$ cat src/rtl/mv_result_drain.sv
// mv_result_drain: snapshots every MAC node result on a capture strobe, then
// streams the held results out as sign-extended AXI4-Stream beats, node 0 first.
// The array is free to clear and start the next row right after the capture.

module mv_result_drain #(
  parameter int NUM_NODES = 8,
  parameter int RES_W     = 25,
  parameter int OUT_W     = 32
) (
  input  logic                       clk,
  input  logic                       rstn,
  input  logic                       capture,
  input  logic [NUM_NODES*RES_W-1:0] res_bus,
  output logic [OUT_W-1:0]           m_tdata,
  output logic                       m_tvalid,
  input  logic                       m_tready,
  output logic                       m_tlast,
  output logic                       busy,
  output logic                       overrun,
  input  logic                       clr_overrun,
  output logic [15:0]                frame_cnt
);

  localparam int               IDX_W    = (NUM_NODES > 1) ? $clog2(NUM_NODES) : 1;
  localparam logic [IDX_W-1:0] LAST_IDX = IDX_W'(NUM_NODES - 1);

  typedef enum logic {
    S_IDLE,
    S_DRAIN
  } state_e;

  state_e           state_q, state_d;
  logic [IDX_W-1:0] idx_q, idx_d;
  logic             overrun_q, overrun_d;
  logic [15:0]      frame_cnt_q, frame_cnt_d;
  logic [RES_W-1:0] shadow_q [NUM_NODES];

  logic             load;       // snapshot res_bus into the shadow bank this cycle
  logic             beat;       // a word is handed over this cycle
  logic             last_beat;  // the handed-over word is the last node's
  logic             drop;       // capture arrives while a frame is still held
  logic [RES_W-1:0] cur_res;

  // Every output comes straight from state/index/shadow flops, so m_tvalid
  // never depends combinationally on m_tready.
  assign m_tvalid  = (state_q == S_DRAIN);
  assign busy      = (state_q == S_DRAIN);
  assign m_tlast   = (idx_q == LAST_IDX);
  assign cur_res   = shadow_q[idx_q];
  // Signed cast sign-extends the held word to the stream width.
  assign m_tdata   = OUT_W'($signed(cur_res));
  assign overrun   = overrun_q;
  assign frame_cnt = frame_cnt_q;

  assign beat      = m_tvalid & m_tready;
  assign last_beat = beat & (idx_q == LAST_IDX);
  // A capture during DRAIN is only taken on the final beat (back-to-back).
  assign drop      = capture & (state_q == S_DRAIN) & ~last_beat;

  // Next-state, index, frame counter and sticky overrun logic.
  always_comb begin
    // NOTE: every signal driven here gets a default first, so no path can
    // leave one unassigned and infer a latch.
    state_d     = state_q;
    idx_d       = idx_q;
    load        = 1'b0;
    frame_cnt_d = frame_cnt_q;
    overrun_d   = overrun_q;

    case (state_q)
      S_IDLE: begin
        if (capture) begin
          load    = 1'b1;
          idx_d   = '0;
          state_d = S_DRAIN;
        end
      end
      S_DRAIN: begin
        if (last_beat) begin
          frame_cnt_d = frame_cnt_q + 16'd1;
          if (capture) begin
            load  = 1'b1;
            idx_d = '0;
          end else begin
            state_d = S_IDLE;
          end
        end else if (beat) begin
          idx_d = idx_q + IDX_W'(1);
        end
      end
      default: state_d = S_IDLE;
    endcase

    // A dropped capture outranks a simultaneous clear.
    if (drop) begin
      overrun_d = 1'b1;
    end else if (clr_overrun) begin
      overrun_d = 1'b0;
    end
  end

  // Control registers; reset discards any frame in flight.
  always_ff @(posedge clk or negedge rstn) begin
    // NOTE: state flops use non-blocking assignments so every flop samples
    // the pre-edge values regardless of block evaluation order.
    if (!rstn) begin
      state_q     <= S_IDLE;
      idx_q       <= '0;
      overrun_q   <= 1'b0;
      frame_cnt_q <= '0;
    end else begin
      state_q     <= state_d;
      idx_q       <= idx_d;
      overrun_q   <= overrun_d;
      frame_cnt_q <= frame_cnt_d;
    end
  end

  // Shadow bank: one-cycle snapshot of all node results.
  always_ff @(posedge clk or negedge rstn) begin
    // NOTE: this bank is reset because m_tdata must read zero out of reset;
    // a storage array that is never observed before being written would not need it.
    if (!rstn) begin
      for (int i = 0; i < NUM_NODES; i++) begin
        shadow_q[i] <= '0;
      end
    end else if (load) begin
      for (int i = 0; i < NUM_NODES; i++) begin
        shadow_q[i] <= res_bus[i*RES_W +: RES_W];
      end
    end
  end

endmodule

$ cat config.mk
export PLATFORM = sky130hd
export DESIGN_NAME = mv_result_drain
export DESIGN_NICKNAME = d
export VERILOG_FILES = /design/src/rtl/mv_result_drain.sv
export SDC_FILE = /design/constraint.sdc
export NUM_CORES = 1
export LEC_CHECK = 0
export CORE_MARGIN = 10
export CORE_UTILIZATION = 50
export CTS_CLUSTER_SIZE = 40
export DETAILED_ROUTE_END_ITERATION = 10
export GPL_ROUTABILITY_DRIVEN = 0
export HOLD_SLACK_MARGIN = 0.06
export PLACE_DENSITY_LB_ADDON = 0.15
export SYNTH_ARGS = -nofsm -noshare
export SYNTH_HDL_FRONTEND = slang
export SYNTH_SLANG_ARGS = --single-unit
$ cat constraint.sdc
create_clock -name clk -period 2.7 [get_ports clk]
set_clock_uncertainty 0.15 [all_clocks]
set_input_delay 0.54 -clock clk [delete_from_list [all_inputs] [get_ports clk]]
set_output_delay 0.54 -clock clk [all_outputs]
set_load 0.05 [all_outputs]
==> impl_metrics.csv <==
group,metric,value,unit
outcome,status,"finished, violations left",
outcome,violations,"setup timing",
min_path,min_from,"frame_cnt[15]",
pwr,finalPower,17220,uW
yosys,syn-instance-count,599,
worst_setup_path,critPathLaunch,"idx_q[0]",
timing,final.min_clock_period,2977,ps
finish,drive_above_1_share,0.4131,
yosys,syn_avg_cell_area,17.00,sq um
finish,fin_cells,1158,
finish,final_common_cell,"clkdlybuf4s50_1",
worst_setup_path,crit_top_cell,"buf_12",
timing,fmax,335.9,MHz
global_routing,grt_overflow,0,
pwr,max-vdd-ir-drop,1199,uV
timing,timing.final.crit_share,1.102,
timing,hold_viol,0,
clock_network,cts_buffer_depth,3,
worst_setup_path,cpPeakStageDelay,510,ps
yosys,synth-seq-cells,221,
routing,detail_route.drc_violations,0,
worst_setup_path,r2r_start,"idx_q[0]",
clock_network,worst_skew_pair.late_latency,500,ps
placed_design,placed_cells,1102,
routing,drt_iter0_drc,305,
timing,totalNegativeSetupSlack,-7164,ps
timing,worstMarginPinSlew,532.5,ps
yosys,yosysSeqAreaShare,0.5431,
die,die_h,162.7,microns
placed_design,portBuffers,256,
worst_setup_path,end_kind,"primary output",
timing,slew_violations,0,
routing,drt-vias-per-instance,5.434,
global_routing,grt_pass1_vias,7122,
die,die_w,162.7,microns
worst_setup_path,path_class,"flop to primary output",
global_routing,grt_pass1_wl,41810,microns
yosys,synth_cell_types,25,
die,die_area,0.02647,sq mm
worst_setup_path,slowest_stage,"mux4_2",
yosys,syn-cell-area,0.01018,sq mm
min_path,worstHoldPathType,"flop to flop",
finish,fin_util,0.7011,
die,io_pins,257,
placed_design,detailedPlacementHpwl,18720,microns
global_routing,grt_max_degree,64,
yosys,yosys_warnings,0,
yosys,syn-num-nets,807,
clock_network,cts-root-buf,"clkbuf_16",
routing,route.detailed.wl_per_inst,22.96,microns
finish,area_growth,38.42,%
routing,first_pass_iters,4,
worst_setup_path,crit_fanout,5,
clock_network,cts_htree_levels,1,
clock_network,clock-sinks,221,
clock_network,cts_tree,"built",
timing,finalSetupViolCount,32,
worst_setup_path,crit_arrival,2290,ps
clock_network,cts-buffers-inserted,25,
routing,ant_nets,0,
pwr,p_per_area,1221,mW/mm^2
worst_setup_path,cp-start-kind,"flop",
die,start_util,0.5065,
finish,mostFrequentLayoutCells,"clkdlybuf4s50_1, dfrtp_1, mux2_2",
global_routing,antenna_found_initial,2,
clock_network,path_clk_slew,60,ps
routing,num_vias,6293,
die,rows,52,
global_routing,grtUsageTotal,0.1991,
finish,fin_nets,1078,
timing,fin_ws,-276.7,ps
die,core_area,0.02010,sq mm
timing,maxSlewHeadroom,0.6450,
routing,drt_wl_total,26590,microns
run,maxCapViolations,0,
timing,grt_setup_unrepaired,"true",
worst_setup_path,path_cells,"buf_12, buf_12, buf_16, mux4_2, mux2_4, buf_8",
worst_setup_path,critPathRequiredTime,2010,ps
pwr,p_leak,0.006228,uW
-- kinds of logic (layout without fill, tap and decap cells) --
| group | after synthesis | count (layout) | synth area share |
|---|---|---|---|
| simple gates | 31 | 31 | 0.01597 |
| compound gates | 5 | 5 | 0.003687 |
| flops | 221 | 221 | 0.5431 |
| fa+ha+maj | 3 | 3 | 0.003687 |
| mux | 277 | 277 | 0.3797 |
| buf+inv | 47 | 334 | 0.04092 |
| xor+xnor | 15 | 15 | 0.01290 |
| other cells | 0 | 2 | 0 |
-- power breakdown --
group,switching [uW],internal [uW]
logic,3890,4580
clock network,1290,1920
registers,803,4740
total,5980,11200
-- sequential cells by signal, indices dropped and copies added (netlist names) --
| name | count |
|---|---|
| busy | 1 |
| frame_cnt | 16 |
| idx_q | 3 |
| overrun | 1 |
| shadow_q | 200 |
-- cell type report --
class,count,area [sq um]
flip-flops and latches,221,5533
repair buffers,289,3281
fillers,1332,6010
clock buffers,38,754.5
diodes,2,5.005
clock inverters,5,31.28
inverters,2,7.507
multi-input cells,331,4145
well taps,270,337.8
-- what timing repair did --
action	4_1_cts	5_1_grt
hold endpoints to repair	59	0
buffers inserted	6	1
hold buffers	1	0
setup endpoints to repair	32	32
cloned	5	0
gates resized for setup	127	3
-- worst paths after layout --
check,end,slack (ps),depth (start not counted)
min in group asynchronous,frame_cnt[7],420,2
max in group asynchronous,shadow_q[124],1130,3
hold / removal,frame_cnt[15],340,1
setup reg to reg,shadow_q[117],290,7
hold reg to reg,frame_cnt[15],340,1
setup / recovery,m_tdata[5],-280,6
-- worst max-delay path, delay by kind of cell, from the launching register on --
family	cells	cell delay (ps)
flip-flops	1	450
buffers and inverters	4	520
multiplexers	2	810
-- Yosys cell counts, drive strengths merged --
cell type  number  area, sq um
mux2          227         2556
a21oi           1        8.760
inv             2        7.510
dfrtp         221         5530
clkbuf          7        26.28
nand2b          1        13.76
o22ai           1        6.260
or2             1        6.260
xnor2          10        87.58
buf            38        382.9
ha              3        37.54
nor3            2        10.01
and3            4        25.02
nor2            5        18.77
xor2            5        43.79
a22o            2        17.52
nand2           7        26.28
o21ai           1        5.000
mux4           50         1310
nand3           5        25.02
nand4           6        37.54
-- layer usage --
layer	routed length, microns	track usage
met5	0	0
met4	362	0.04467
met3	1552	0.04828
met2	13730	0.3383
met1	10940	0.2529
-- per-stage QoR --
stage / hold slack [ps] / cell area (sq um) / worst slack, ps
after floorplan: 94.41 / 10180 / 193.6
after global placement: 312.4 / 12990 / 230.4
after detailed placement: 318.9 / 12990 / 206.3
after CTS: 337.2 / 14140 / -280.1
after global routing: 348.1 / 14090 / -340.6
final: 335.6 / 14090 / -276.7
Power figures use the tool's default switching activity.
